### config.mk
export PLATFORM = sky130hd
export DESIGN_NAME = uart_tx_arbiter_flat
export DESIGN_NICKNAME = d
export VERILOG_FILES = /design/src/rtl/uart_tx_arbiter_if.sv /design/src/rtl/uart_tx_arbiter.sv /design/src/flat_wrapper.sv
export SDC_FILE = /design/constraint.sdc
export NUM_CORES = 1
export LEC_CHECK = 0
export BUFFER_PORTS_ARGS = -buffer_cell sky130_fd_sc_hd__buf_2
export CAP_MARGIN = 10
export CORE_MARGIN = 10
export CORE_UTILIZATION = 35
export CTS_CLUSTER_DIAMETER = 40
export DETAILED_ROUTE_END_ITERATION = 6
export PLACE_DENSITY_LB_ADDON = 0.2
export SYNTH_ARGS = -nofsm -noshare
export SYNTH_HDL_FRONTEND = slang
export SYNTH_SLANG_ARGS = --single-unit
### constraint.sdc
create_clock -name clk -period 2.5 [get_ports clk]
set_input_delay 0.25 -clock clk [delete_from_list [all_inputs] [get_ports clk]]
set_output_delay 0.25 -clock clk [all_outputs]
set_load 0.03 [all_outputs]
### src/rtl/uart_tx_arbiter_if.sv
// uart_tx_arbiter_if: requester and UART byte-engine signals shared by the transmit arbiter
// Requester side: req_valid/req_data/req_last in, req_ready out (one-cycle accept pulse).
// Engine side: tx_data_en/tx_data out to the engine, tx_start/tx_busy back from it.
// master drives requests and engine responses; slave is the arbiter.
interface uart_tx_arbiter_if #(
   parameter int N_REQ = 4
);
   logic [N_REQ-1:0]   req_valid;
   logic [8*N_REQ-1:0] req_data;
   logic [N_REQ-1:0]   req_last;
   logic [N_REQ-1:0]   req_ready;
   logic               tx_data_en;
   logic [7:0]         tx_data;
   logic               tx_start;
   logic               tx_busy;
   modport master (
      output req_valid, req_data, req_last, tx_start, tx_busy,
      input  req_ready, tx_data_en, tx_data
   );
   modport slave (
      input  req_valid, req_data, req_last, tx_start, tx_busy,
      output req_ready, tx_data_en, tx_data
   );
endinterface

### src/rtl/uart_tx_arbiter.sv
// uart_tx_arbiter: round-robin, frame-locking scheduler sharing one UART transmit engine
// Ports: clk; rst_n (async, active low); bus (slave) carries requester valid/data/last/ready
// and engine tx_data_en/tx_data/tx_start/tx_busy; grant_id = current/last grant,
// locked = frame in progress, err_timeout = one-cycle pulse when tx_start never arrives.
module uart_tx_arbiter #(
   parameter int N_REQ    = 4,
   parameter int START_TO = 255
) (
   input  logic                     clk,
   input  logic                     rst_n,
   uart_tx_arbiter_if.slave         bus,
   output logic [$clog2(N_REQ)-1:0] grant_id,
   output logic                     locked,
   output logic                     err_timeout
);
   localparam int W = $clog2(N_REQ);
   typedef enum logic [1:0] {IDLE, LOAD, START, DRAIN} state_t;
   state_t state, state_d;
   logic [W-1:0] rr_ptr, rr_ptr_d, grant_d, pick, idx, next_id;
   logic [N_REQ-1:0] ready_d;
   logic [15:0] cnt, cnt_d;
   logic [7:0] data_d;
   logic found, locked_d, last_q, last_d, busy_seen, busy_seen_d, en_d, err_d;

   assign next_id = (grant_id == W'(N_REQ - 1)) ? '0 : grant_id + 1'b1;

   // scan offsets from far to near so the requester closest above rr_ptr overwrites the rest
   always_comb begin
      pick = '0;
      idx = '0;
      found = 1'b0;
      for (int k = N_REQ - 1; k >= 0; k--) begin
         idx = W'((int'(rr_ptr) + k) % N_REQ);
         if (bus.req_valid[idx]) begin
            pick = idx;
            found = 1'b1;
         end
      end
   end

   always_comb begin
      state_d = state;
      grant_d = grant_id;
      locked_d = locked;
      rr_ptr_d = rr_ptr;
      last_d = last_q;
      busy_seen_d = busy_seen;
      cnt_d = cnt;
      en_d = bus.tx_data_en;
      data_d = bus.tx_data;
      ready_d = '0;
      err_d = 1'b0;
      case (state)
         // holding off while tx_busy covers an engine frame begun before a reset
         IDLE: if (!bus.tx_busy) begin
            if (locked && bus.req_valid[grant_id]) begin
               ready_d[grant_id] = 1'b1;
               state_d = LOAD;
            end else if (!locked && found) begin
               grant_d = pick;
               locked_d = 1'b1;
               ready_d[pick] = 1'b1;
               state_d = LOAD;
            end
         end
         LOAD: begin
            data_d = bus.req_data[{grant_id, 3'b000} +: 8];
            last_d = bus.req_last[grant_id];
            en_d = 1'b1;
            cnt_d = '0;
            state_d = START;
         end
         START: if (bus.tx_start) begin
            en_d = 1'b0;
            busy_seen_d = 1'b0;
            state_d = DRAIN;
         end else if (cnt == 16'(START_TO - 1)) begin
            en_d = 1'b0;
            err_d = 1'b1;
            locked_d = 1'b0;
            rr_ptr_d = next_id;
            state_d = IDLE;
         end else begin
            cnt_d = cnt + 1'b1;
         end
         DRAIN: if (bus.tx_busy) begin
            busy_seen_d = 1'b1;
         end else if (busy_seen) begin
            locked_d = last_q ? 1'b0 : locked;
            rr_ptr_d = last_q ? next_id : rr_ptr;
            state_d = IDLE;
         end
      endcase
   end

   always_ff @(posedge clk or negedge rst_n) begin
      if (!rst_n) begin
         state <= IDLE;
         bus.tx_data_en <= 1'b0;
         bus.tx_data <= '0;
         bus.req_ready <= '0;
         grant_id <= '0;
         rr_ptr <= '0;
         locked <= 1'b0;
         err_timeout <= 1'b0;
         last_q <= 1'b0;
         busy_seen <= 1'b0;
         cnt <= '0;
      end else begin
         state <= state_d;
         bus.tx_data_en <= en_d;
         bus.tx_data <= data_d;
         bus.req_ready <= ready_d;
         grant_id <= grant_d;
         rr_ptr <= rr_ptr_d;
         locked <= locked_d;
         err_timeout <= err_d;
         last_q <= last_d;
         busy_seen <= busy_seen_d;
         cnt <= cnt_d;
      end
   end
endmodule

### src/flat_wrapper.sv
// flat-port wrapper written by rule: the top's interface ports become plain ports
module uart_tx_arbiter_flat 
#(
   parameter int N_REQ    = 4,
   parameter int START_TO = 255
)
  (clk, rst_n, grant_id, locked, err_timeout, bus_req_valid, bus_req_data, bus_req_last, bus_tx_start, bus_tx_busy, bus_req_ready, bus_tx_data_en, bus_tx_data);
  uart_tx_arbiter_if #(.N_REQ(N_REQ)) bus_i ();
  input  logic clk;
  input  logic rst_n;
  output logic [$clog2(N_REQ)-1:0] grant_id;
  output logic locked;
  output logic err_timeout;
  input wire logic [$bits(bus_i.req_valid)-1:0] bus_req_valid;
  input wire logic [$bits(bus_i.req_data)-1:0] bus_req_data;
  input wire logic [$bits(bus_i.req_last)-1:0] bus_req_last;
  input wire logic [$bits(bus_i.tx_start)-1:0] bus_tx_start;
  input wire logic [$bits(bus_i.tx_busy)-1:0] bus_tx_busy;
  output wire logic [$bits(bus_i.req_ready)-1:0] bus_req_ready;
  output wire logic [$bits(bus_i.tx_data_en)-1:0] bus_tx_data_en;
  output wire logic [$bits(bus_i.tx_data)-1:0] bus_tx_data;
  assign bus_i.req_valid = bus_req_valid;
  assign bus_i.req_data = bus_req_data;
  assign bus_i.req_last = bus_req_last;
  assign bus_i.tx_start = bus_tx_start;
  assign bus_i.tx_busy = bus_tx_busy;
  assign bus_req_ready = bus_i.req_ready;
  assign bus_tx_data_en = bus_i.tx_data_en;
  assign bus_tx_data = bus_i.tx_data;
  uart_tx_arbiter #(.N_REQ(N_REQ), .START_TO(START_TO)) u_core (.clk(clk), .rst_n(rst_n), .bus(bus_i), .grant_id(grant_id), .locked(locked), .err_timeout(err_timeout));
endmodule
==> results.toml <==
[grt]
top_usage_layer = "met2"
antenna_found_initial = 0
grtUsageMet1_pct = 15.2
grtUsageTotal_pct = 11.8
grt_max_degree = 40
grt_use_met3_pct = 5.31
grtUsageMet2_pct = 17.6
overflow = 0
grt_pass1_vias = 2116
grt_pass1_wl_mm = 9.89

[sta]
max-slew-margin-rel_pct = 41.1
final_max_slew_viol_count = 0
setup_ws_ps = 419
fmax_mhz = 481
timing.final.hold_violations = 0
finalSetupTns_ps = 0
finalCritPeriodShare_pct = 83.2
whs_ps = 74.3
setup_viol = 0
finClkSkew_ps = 3.58
worst_pin_slew_ps = 883
rsz0062_at_grt = "no"
final.min_clock_period_ps = 2080

[layout]
n_antenna_cell = 0
area_growth_pct = 24.4
drive_above_1_share_pct = 37.1
design_area_um2 = 2890
nets = 341

[route]
vias = 1889
via_per_inst = 5.20
avgRoutedWirePerCell_um = 15.6
first_pass_iters = 4
drc_errors = 0
drt-total-wl_mm = 5.67
first_iter_violations = 122
drt.antenna.violating_nets = 0

[setup_path]
start_kind = "flop"
crit_type = "flop to flop"
required_ps = 2680
r2r-start = "u_core.cnt[9]$_DFFE_PN0P_"
critPathBufInv = 0
worstRegToRegCells = 5
path_max_fanout = 5
r2r_end = "u_core.rr_ptr[0]$_DFFE_PN0P_"
slowest_delay_ps = 590
worstPathArrival_ps = 2260
end_kind = "flop"
ff2ff_setup_slack_ps = 420
critPathTopFamily = "simple AND/OR/NAND/NOR gates"
slowest_stage = "or4_4"
crit_chain = "or4_4 -> nor4_4 -> nand2b_1 -> a21oi_2 -> mux2_2"

[clock_tree]
clock_latency_ps = 290
cts_max_level = 2
ctsRootBufferMaster = "clkbuf_8"
clk_pin_slew_ps = 80
cts_tree = "built"
post-cts-setup-buffers = 0
clkSinkCount = 39
numCtsBuffers = 5
hold_buffers = 0
ctsResizeCount = 0
clockBufferDepth = 2

[synth]
synthDistinctLibCells = 49
yosys_warnings = 0
syn_inst = 216
yosys.area.top_type = "dfrtp_1"
yosysTopAreaCellShare_pct = 42.0
synth-seq-cells = 39
yosys-top-cells-area = "dfrtp_1 (42%), mux4_2 (9.7%), ha_1 (6.5%)"
synthesis.nets = 272
synth-edff-count = 0
netlist_area_um2 = 2320
synth-main-ff-cell = "dfrtp_1"
synth_area_per_cell_um2 = 10.8
ys_seq_area_share_pct = 42.0
async_flop_share_pct = 100

[floorplan]
fp.coreArea_um2 = 6390
die_area_um2 = 10300
die_h_um = 101
num_io_pins = 61
rows = 29
start_util_pct = 36.4
die_w_um = 101

[place]
place_ws_ps = 431
gp_congestion = 0.839
place_area_um2 = 2750
io_buffer_count = 60
hpwl_mm = 4.37

[power]
swShare_pct = 39.2
pwr-share-comb_pct = 48.2
clkPwrFrac_pct = 21.1
ir_drop_mv = 0.517
p_seq_share_pct = 30.7
cellInternalPower_mw = 1.84
p_switching_mw = 1.19
fin_total_pwr_mw = 3.03
total_leakage_power_nw = 1.31
power.density_nw_per_um2 = 1050

[min_path]
hp-class = "input pin to async pin"

[run]
cap_viol_max_count = 0

[status]
outcome = "completed"
placed cells by master, fill, tap and decap left out, types with 5 or more instances in the layout:
cell type	synthesis	final
xnor2_1	6	6
nor2_1	18	18
buf_2	1	60
nor3_1	6	6
a21oi_1	10	10
mux4_2	10	10
mux2_2	11	11
buf_4	0	7
dfrtp_1	39	39
nand3_1	9	9
clkbuf_8	0	5
ha_1	12	12
nand2_1	17	17
o21ai_0	14	14
inv_1	9	9
layer usage:
| metal | part of all wire (%) | vias up |
|---|---|---|
| li1 | - | 931 |
| met1 | 47 | 891 |
| met2 | 44 | 63 |
| met3 | 7.9 | 4 |
| met4 | 0.72 | 0 |
| met5 | 0 | - |
power groups by stage:
stage,clock network [mW],logic (mW),registers (mW)
after floorplan,0,0.856,1.14
after global placement,0,1.47,0.940
after detailed placement,0,1.49,0.944
after CTS,0.654,1.50,0.934
after global routing,0.682,1.65,0.963
final,0.639,1.46,0.931
sequential cells by signal (all words and copies together), names as in the netlist:
signal                 flops
u_core.bus.req_ready       4
u_core.bus.tx_data_en      1
u_core.grant_id            2
u_core.rr_ptr              2
u_core.state               2
u_core.cnt                16
u_core.locked              1
u_core.busy_seen           1
u_core.last_q              1
u_core.err_timeout         1
u_core.bus.tx_data         8
stage by stage:
step,std cells,utilization [%]
2_1_floorplan,216,-
3_3_place_gp,355,43.1
3_5_place_dp,355,43.1
4_1_cts,363,45.2
5_1_grt,363,45.2
6_report,363,45.2
cells in the mapped netlist, types with 2 or more instances:
master / instances
nand4_1: 2
mux2_2: 11
nor3_1: 6
xnor2_1: 6
mux4_2: 10
mux2i_1: 4
a31oi_1: 2
nand3_1: 9
or3_1: 2
ha_1: 12
nand3b_1: 4
inv_1: 9
clkbuf_1: 3
nor3b_1: 2
a21oi_1: 10
nand2_1: 17
nand4b_1: 2
nand2b_1: 4
or4_4: 2
nor2_1: 18
nor4_1: 2
dfrtp_1: 39
o21ai_0: 14
worst reg2reg max path, cell delays in order (launching register included):
cell	delay (ps)
dfrtp_1	410
or4_4	590
nor4_4	310
nand2b_1	130
a21oi_2	180
mux2_2	340
worst max path at each step:
stage	slack, ps	startpoint	end	cells past startpoint
after floorplan	450	u_core.cnt[9]$_DFFE_PN0P_	u_core.rr_ptr[0]$_DFFE_PN0P_	5
after global placement	460	u_core.cnt[9]$_DFFE_PN0P_	u_core.rr_ptr[0]$_DFFE_PN0P_	5
after detailed placement	430	u_core.cnt[9]$_DFFE_PN0P_	u_core.rr_ptr[0]$_DFFE_PN0P_	5
after CTS	410	u_core.cnt[9]$_DFFE_PN0P_	u_core.rr_ptr[0]$_DFFE_PN0P_	5
after global routing	190	u_core.state[0]$_DFFE_PN0P_	u_core.locked$_DFFE_PN0P_	7
final	420	u_core.cnt[9]$_DFFE_PN0P_	u_core.rr_ptr[0]$_DFFE_PN0P_	5
cell type report:
class	instances	area [um^2]
clock inverter	3	67.6
sequential	39	976
multi-input combinational	163	1290
timing repair buffer	67	353
clock buffer	5	68.8
fill	624	3500
tap	77	96.3
inverter	9	33.8
logic make-up (layout without fill, tap and decap cells):
group           after synthesis  in the layout  share of synthesized area, %
simple gates                 82             82                          20.0
flops                        39             39                          42.0
compound gates               37             37                          9.81
mux                          25             25                          16.8
buf+inv                      14             84                          2.32
fa+ha+maj                    12             12                          6.47
xor+xnor                      7              7                          2.64
Power figures use the tool's default switching activity.
